### src/rtl/gpu_exec_ctrl.sv
// Execution-side GPU control: gates decoder issue from go/single-step controls, tracks
// in-flight instructions so stops land on clean boundaries, and latches host interrupts.
module gpu_exec_ctrl #(
    parameter int unsigned INFLIGHT_W = 3
) (
    input  logic                  clk_i,
    input  logic                  rst_i,
    input  logic                  go_i,
    input  logic                  single_step_i,
    input  logic                  single_go_i,
    input  logic                  issue_ack_i,
    input  logic                  instr_done_i,
    input  logic                  cpu_int_i,
    input  logic                  int_ack_i,
    output logic                  run_en_o,
    output logic                  single_stop_o,
    output logic                  halted_o,
    output logic [INFLIGHT_W-1:0] inflight_o,
    output logic                  cpu_irq_o,
    output logic                  err_o
);

    typedef enum logic [2:0] {
        StIdle,
        StRun,
        StDrain,
        StStepHalt,
        StStepIssue,
        StStepDrain
    } state_e;

    localparam logic [INFLIGHT_W-1:0] InflightMax = {INFLIGHT_W{1'b1}};

    state_e                state_q, state_d;
    logic [INFLIGHT_W-1:0] inflight_q, inflight_d;
    logic                  err_q, err_d;
    logic                  cpu_irq_q, cpu_irq_d;
    logic                  inflight_zero;

    assign inflight_zero = (inflight_q == '0);

    always_ff @(posedge clk_i or posedge rst_i) begin
        if (rst_i) begin
            state_q    <= StIdle;
            inflight_q <= '0;
            err_q      <= 1'b0;
            cpu_irq_q  <= 1'b0;
        end else begin
            state_q    <= state_d;
            inflight_q <= inflight_d;
            err_q      <= err_d;
            cpu_irq_q  <= cpu_irq_d;
        end
    end

    always_comb begin
        state_d = state_q;
        unique case (state_q)
            StIdle: begin
                if (go_i && !single_step_i) begin
                    state_d = StRun;
                end else if (go_i && single_step_i) begin
                    state_d = StStepDrain;
                end
            end
            StRun: begin
                if (!go_i) begin
                    state_d = StDrain;
                end else if (single_step_i) begin
                    state_d = StStepDrain;
                end
            end
            // A mid-drain go only takes effect once the pipeline is empty.
            StDrain: begin
                if (inflight_zero) begin
                    if (go_i && !single_step_i) begin
                        state_d = StRun;
                    end else if (go_i && single_step_i) begin
                        state_d = StStepDrain;
                    end else begin
                        state_d = StIdle;
                    end
                end
            end
            StStepDrain: begin
                if (inflight_zero) begin
                    state_d = go_i ? StStepHalt : StIdle;
                end
            end
            StStepHalt: begin
                if (!go_i) begin
                    state_d = StIdle;
                end else if (!single_step_i) begin
                    state_d = StRun;
                end else if (single_go_i) begin
                    state_d = StStepIssue;
                end
            end
            StStepIssue: begin
                if (!go_i) begin
                    state_d = StDrain;
                end else if (issue_ack_i) begin
                    state_d = StStepDrain;
                end
            end
            default: state_d = StIdle;
        endcase
    end

    always_comb begin
        inflight_d = inflight_q;
        err_d      = err_q;
        if (issue_ack_i && !instr_done_i) begin
            if (inflight_q == InflightMax) begin
                err_d = 1'b1;
            end else begin
                inflight_d = inflight_q + 1'b1;
            end
        end else if (!issue_ack_i && instr_done_i) begin
            if (inflight_zero) begin
                err_d = 1'b1;
            end else begin
                inflight_d = inflight_q - 1'b1;
            end
        end
    end

    // Set beats clear when a new interrupt coincides with the host acknowledge.
    assign cpu_irq_d = cpu_int_i | (cpu_irq_q & ~int_ack_i);

    always_comb begin
        run_en_o      = 1'b0;
        single_stop_o = 1'b0;
        halted_o      = 1'b0;
        unique case (state_q)
            StIdle:      halted_o      = 1'b1;
            StRun:       run_en_o      = 1'b1;
            StStepHalt:  single_stop_o = 1'b1;
            StStepIssue: run_en_o      = 1'b1;
            default:     ;
        endcase
    end

    assign inflight_o = inflight_q;
    assign cpu_irq_o  = cpu_irq_q;
    assign err_o      = err_q;

endmodule

### config.mk
export PLATFORM = sky130hd
export DESIGN_NAME = gpu_exec_ctrl
export DESIGN_NICKNAME = d
export VERILOG_FILES = /design/src/rtl/gpu_exec_ctrl.sv
export SDC_FILE = /design/constraint.sdc
export NUM_CORES = 1
export LEC_CHECK = 0
export ABC_AREA = 1
export BUFFER_PORTS_ARGS = -buffer_cell sky130_fd_sc_hd__buf_2
export CAP_MARGIN = 20
export CORE_MARGIN = 2
export CORE_UTILIZATION = 50
export CTS_CLUSTER_DIAMETER = 40
export DETAILED_ROUTE_END_ITERATION = 10
export PLACE_DENSITY = 0.76
export SLEW_MARGIN = 20
export SYNTH_ARGS = -nofsm -noshare
export SYNTH_HDL_FRONTEND = slang
export SYNTH_SLANG_ARGS = --single-unit
### constraint.sdc
create_clock -name clk_i -period 1.7 [get_ports clk_i]
set_input_delay 0.17 -clock clk_i [delete_from_list [all_inputs] [get_ports clk_i]]
set_output_delay 0.17 -clock clk_i [all_outputs]
set_load 0.01 [all_outputs]
After elaboration in Yosys (flattened, before gate mapping)
Cells that the tools add are included.
{"block": "totals", "out_inout_bits": 8, "regBits": 8, "elab_cells": 65, "in_bits": 9}
{"block": "op_classes", "n_mux": 26, "n_addsub": 2, "reduce_logical": 15, "n_bitwise": 3, "eq_ne": 15}
{"op": "$mux W3", "count": 17}
{"op": "$pmux W3 S6", "count": 1}
{"op": "$eq A3 B3 Y1 const B", "count": 3}
{"op": "$ne A3 B3 Y1 const B", "count": 3}
{"op": "$mux W1", "count": 7}
{"op": "$eq A3 B2 Y1 const B", "count": 2}
{"op": "$logic_not A3 Y1", "count": 2}
{"op": "$ne A2 B2 Y1 const B", "count": 3}
{"op": "$reduce_and A3 Y1", "count": 2}
{"op": "$reduce_and A6 Y1", "count": 1}
{"op": "$logic_and A1 B1 Y1", "count": 4}
{"op": "$ne A2 B1 Y1 const B", "count": 2}
{"op": "$ne A4 B4 Y1 const B", "count": 1}
{"op": "$reduce_bool A2 Y1", "count": 2}
{"op": "$add A3 B1 Y3 const B", "count": 1}
{"op": "$eq A3 B1 Y1 const B", "count": 1}
{"op": "$logic_not A1 Y1", "count": 3}
{"op": "$sub A3 B1 Y3 const B", "count": 1}
{"op": "$mux W2", "count": 1}
{"op": "$reduce_or A2 Y1", "count": 1}
{"op": "$and A1 B1 Y1", "count": 1}
{"op": "$not A1 Y1", "count": 1}
{"op": "$or A1 B1 Y1", "count": 1}

Logic depth before layout (Yosys ltp)
{"block": "logic_depth", "depth_word": 5, "depth_mapped": 9, "mapped_depth_nobuf": 8}

Worst setup path after synthesis
OpenSTA, ideal clock, no wires.
{"block": "synth_timing", "path_type": "register to register", "start": "reg inflight_q[0], in the netlist inflight_o[0]", "end": "reg inflight_q[2], in the netlist inflight_o[2]", "t_arrival_ns": 1.219, "setup_slack_ns": 0.364, "t_required_ns": 1.583, "path_buffers": 0, "setup_ns": 0.117, "stages_incl_launch_ff": 6, "period_less_slack_ns": 1.336, "cell_sequence": "dfrtp_1 > fa_1 > xnor2_1 > nand2_1 > nand2_1 > nand2_1"}
{"block": "synth_between", "elab_chain_len": 4, "elab_cells_between_ends": 11, "cone_classes": "add/sub: 2; eq/ne: 3; mux: 4; reduce/logical: 2"}
{"item": "from (decl)", "line_no": "35", "text": "logic [INFLIGHT_W-1:0] inflight_q, inflight_d;"}
{"item": "from (signal assigned)", "line_no": "50", "text": "inflight_q <= inflight_d;"}
{"item": "$sub A3 B1 Y3", "line_no": "123", "text": "inflight_d = inflight_q - 1'b1;"}
{"item": "$mux W3", "line_no": "120", "text": "if (inflight_zero) begin"}
{"item": "$mux W3", "line_no": "119", "text": "end else if (!issue_ack_i && instr_done_i) begin"}
{"item": "$mux W3", "line_no": "113", "text": "if (issue_ack_i && !instr_done_i) begin"}
Several ways; a longest one is shown, not always the timed one. The select of a mux whose other input is x is not followed.
A chain may end at the register's enable or synchronous reset.

Final worst setup path
{"block": "layout_timing", "start": "reg state_q[1]", "end": "out run_en_o"}
{"block": "layout_between", "elab_chain_len": 3, "elab_cells_between_ends": 4, "cone_classes": "eq/ne: 2; mux: 1; reduce/logical: 1"}
{"item": "from (decl)", "line_no": "34", "text": "state_e state_q, state_d;"}
{"item": "from (signal assigned)", "line_no": "44", "text": "state_q <= StIdle;"}
{"item": "from (signal assigned)", "line_no": "49", "text": "state_q <= state_d;"}
{"item": "$eq A3 B3 Y1 or $eq A3 B1 Y1 (tied branches)", "line_no": "135", "text": "unique case (state_q)"}
{"item": "$reduce_or A2 Y1 (no source line) *"}
{"item": "$mux W1 *", "line_no": "135"}
{"item": "to (decl)", "line_no": "15", "text": "output logic run_en_o,"}
Mark *: on every way between the ends. The rest lies on a longest branch, timed or not.

==> flow_summary.ini <==
[timing]
hold_ws_ps = 102
finalCriticalPeriod_ps = 1470
skew_ps = 0.546
final_max_slew_viol_count = 0
final-setup-viol-count = 0
fin_setup_tns_ps = 0
max-slew-margin-rel = 0.777
fin_crit_sh = 0.867
hold_viol_final = 0
fmax_mhz = 678
rsz0062_at_grt = false
tightest_slew_ps = 334

[min_path]
min_path_type = in -> reg
hold_path_depth = 2

[synthesis]
async_flop_share = 1.00
ys_types = 23
ys_seq_area_frac = 0.304
synth_top_area_frac = 0.304
synth_nets = 109
synth_area_um2 = 659
avgSynthCellArea_um2 = 6.80
yosys_warnings = 0
synth_most_common_cell = nand2_1
synth_common_cells = 32 x nand2_1, 11 x inv_1, 11 x nand3_1
synth_area_leaders = dfrtp_1 30%, nand2_1 18%, nand3_1 8.3%
synth_flop_cell = dfrtp_1
syn_inst = 97
synth-edff-count = 0
ys_ff_latch = 8
synth.largest_area_cell = dfrtp_1

[clocking]
htreeDepth = 1
clock_latency_ps = 250
clk_path_buf_depth = 2
cts_resized = 0
numCtsBuffers = 3
cts.sinks = 8
cts_tree = built
clkSlewWorstSetupHoldPaths_ps = 50
cts_root_buffer = clkbuf_4

[worst_setup_path]
r2r_setup_slack_ps = 320
critPathCapture = run_en_o
worstReg2RegEnd = inflight_o[2]$_DFFE_PP0P_
r2r-start = inflight_o[0]$_DFFE_PP0P_
critPathCaptureType = primary output
critPathLaunch = state_q[1]$_DFFE_PP0P_
crit_required_ps = 1530
crit_family = flip-flops
cp.arrival_ps = 1300
startpoint_type = flip-flop
reg2regPathDepth = 5
max_stage_delay_ps = 490
cp_max_fo = 9
worst-path-buf-inv = 1
cp_cell_sequence = nor2_2, nand2_1, nand2_2, buf_2
cp.depth = 4
crit_slowest_cell = dfrtp_1
critPathKind = reg -> out

[power_and_ir_drop]
p_clk_frac = 0.111
p_sw_mw = 0.641
ir_worst_vdd_mv = 0.754
power_frac_seq = 0.319
p_int_mw = 0.630
powerDensity_nw_per_um2 = 1650
comb_power_share = 0.569
p_leak_nw = 0.447
switching_share = 0.504

[drt]
first_pass_iters = 5
drc = 0
wl_um = 1340
drt_iter0_drc = 8
ant_nets = 0
met3_length_um = 74
wl_met1_um = 594
via_count = 656
vias_per_cell = 5.05
routed.top_layer = met4
met2_length_um = 659
wl_per_cell_um = 10.3

[placement]
placed_area_um2 = 739
portBuffers = 16
dp_hpwl_um = 1010
place.gp.congestion = 0.804

[floorplan]
initial_core_util = 0.520
dieArea_um2 = 1630
num_io_pins = 17
die_h_um = 40.3
rows = 13
design.core.area_um2 = 1270
die_w_um = 40.3

[grt]
grt.overflow.total = 0
track_usage = 0.186
antenna_found_initial = 0
grt_pass1_vias = 551
grt_max_degree = 10
grt_pass1_wl_um = 2000

[finish]
diodes = 0
nets = 129
fin_area_um2 = 772
area_growth_pct = 17.1
fillers = 126
drive_gt1_frac = 0.278
final_util = 0.608

[flow_run]
drv_cap = 0

[run_status]
outcome = finished, final reports clean
==> area by class of cell <==
class,count,area [um^2],area share
tap,15,18.8,0.0243
inverter,15,56.3,0.0729
timing repair buffer,17,90.1,0.117
sequential,8,200,0.259
multi-input combinational,72,384,0.498
clock buffer,3,22.5,0.0292
==> per-stage QoR <==
step / setup WS, ps / std cells / power (mW)
2_1_floorplan: 364 / 97 / 0.950
3_3_place_gp: 259 / 126 / 1.11
3_5_place_dp: 209 / 126 / 1.12
4_1_cts: 237 / 130 / 1.28
5_1_grt: 132 / 130 / 1.41
6_report: 225 / 130 / 1.27
==> cell usage in the layout, fill, tap and decap left out <==
master,count
a21oi_1,1
a21oi_2,1
buf_2,16
clkbuf_4,3
dfrtp_1,8
dlygate4sd3_1,1
fa_1,1
ha_1,2
inv_1,11
inv_2,4
nand2_1,32
nand2_2,2
nand3_1,11
nand3_2,2
nand3b_1,1
nand4_1,1
nor2_1,9
nor2_2,2
nor2_4,1
o21ai_0,1
o21ai_2,1
o21bai_1,2
xnor2_1,1
xor2_1,1
==> logic make-up (layout without fill, tap and decap cells) <==
| family | count (synthesis) | count (layout) | share of synthesized area |
|---|---|---|---|
| AOI/OAI and AO/OA | 6 | 6 | 0.0645 |
| xor gates and xnor gates | 2 | 2 | 0.0266 |
| adders and majority gates | 3 | 3 | 0.0683 |
| buffers and inverters | 17 | 35 | 0.114 |
| DFF | 8 | 8 | 0.304 |
| and+or+nand+nor | 61 | 61 | 0.423 |
==> state kept, by name, indices dropped and copies added, names as in the netlist <==
signal,flops
state_q,3
inflight_o,3
err_o,1
cpu_irq_o,1
==> how the worst min path moves through the flow <==
| stage | start | endpoint | slack, ps |
|---|---|---|---|
| final | int_ack_i | cpu_irq_o$_DFF_PP0_ | 100 |
| after global routing | int_ack_i | cpu_irq_o$_DFF_PP0_ | 110 |
| after global placement | rst_i | cpu_irq_o$_DFF_PP0_ | 110 |
| after floorplan | rst_i | cpu_irq_o$_DFF_PP0_ | -10 |
| after CTS | int_ack_i | cpu_irq_o$_DFF_PP0_ | 100 |
| after detailed placement | rst_i | state_q[0]$_DFFE_PP0P_ | 120 |
==> timing repair <==
item                       4_1_cts  5_1_grt
setup endpoints to repair        0        0
hold endpoints to repair         8        0
hold buffers                     1        0
setup buffers                    0        0
==> metal layers <==
layer,vias to the layer above,track usage
met2,20,0.347
li1,341,-
met1,293,0.193
met5,-,0
met3,2,0.0556
met4,0,0.0667
==> power by group through the flow <==
stage | Clock, mW | Sequential, mW | Combinational, mW
floorplan | 0 | 0.375 | 0.575
global placement | 0 | 0.401 | 0.705
detailed placement | 0 | 0.404 | 0.718
CTS | 0.143 | 0.402 | 0.735
global route | 0.159 | 0.418 | 0.831
finish | 0.141 | 0.406 | 0.724
Note: power is estimated with default switching activity, not from simulation.
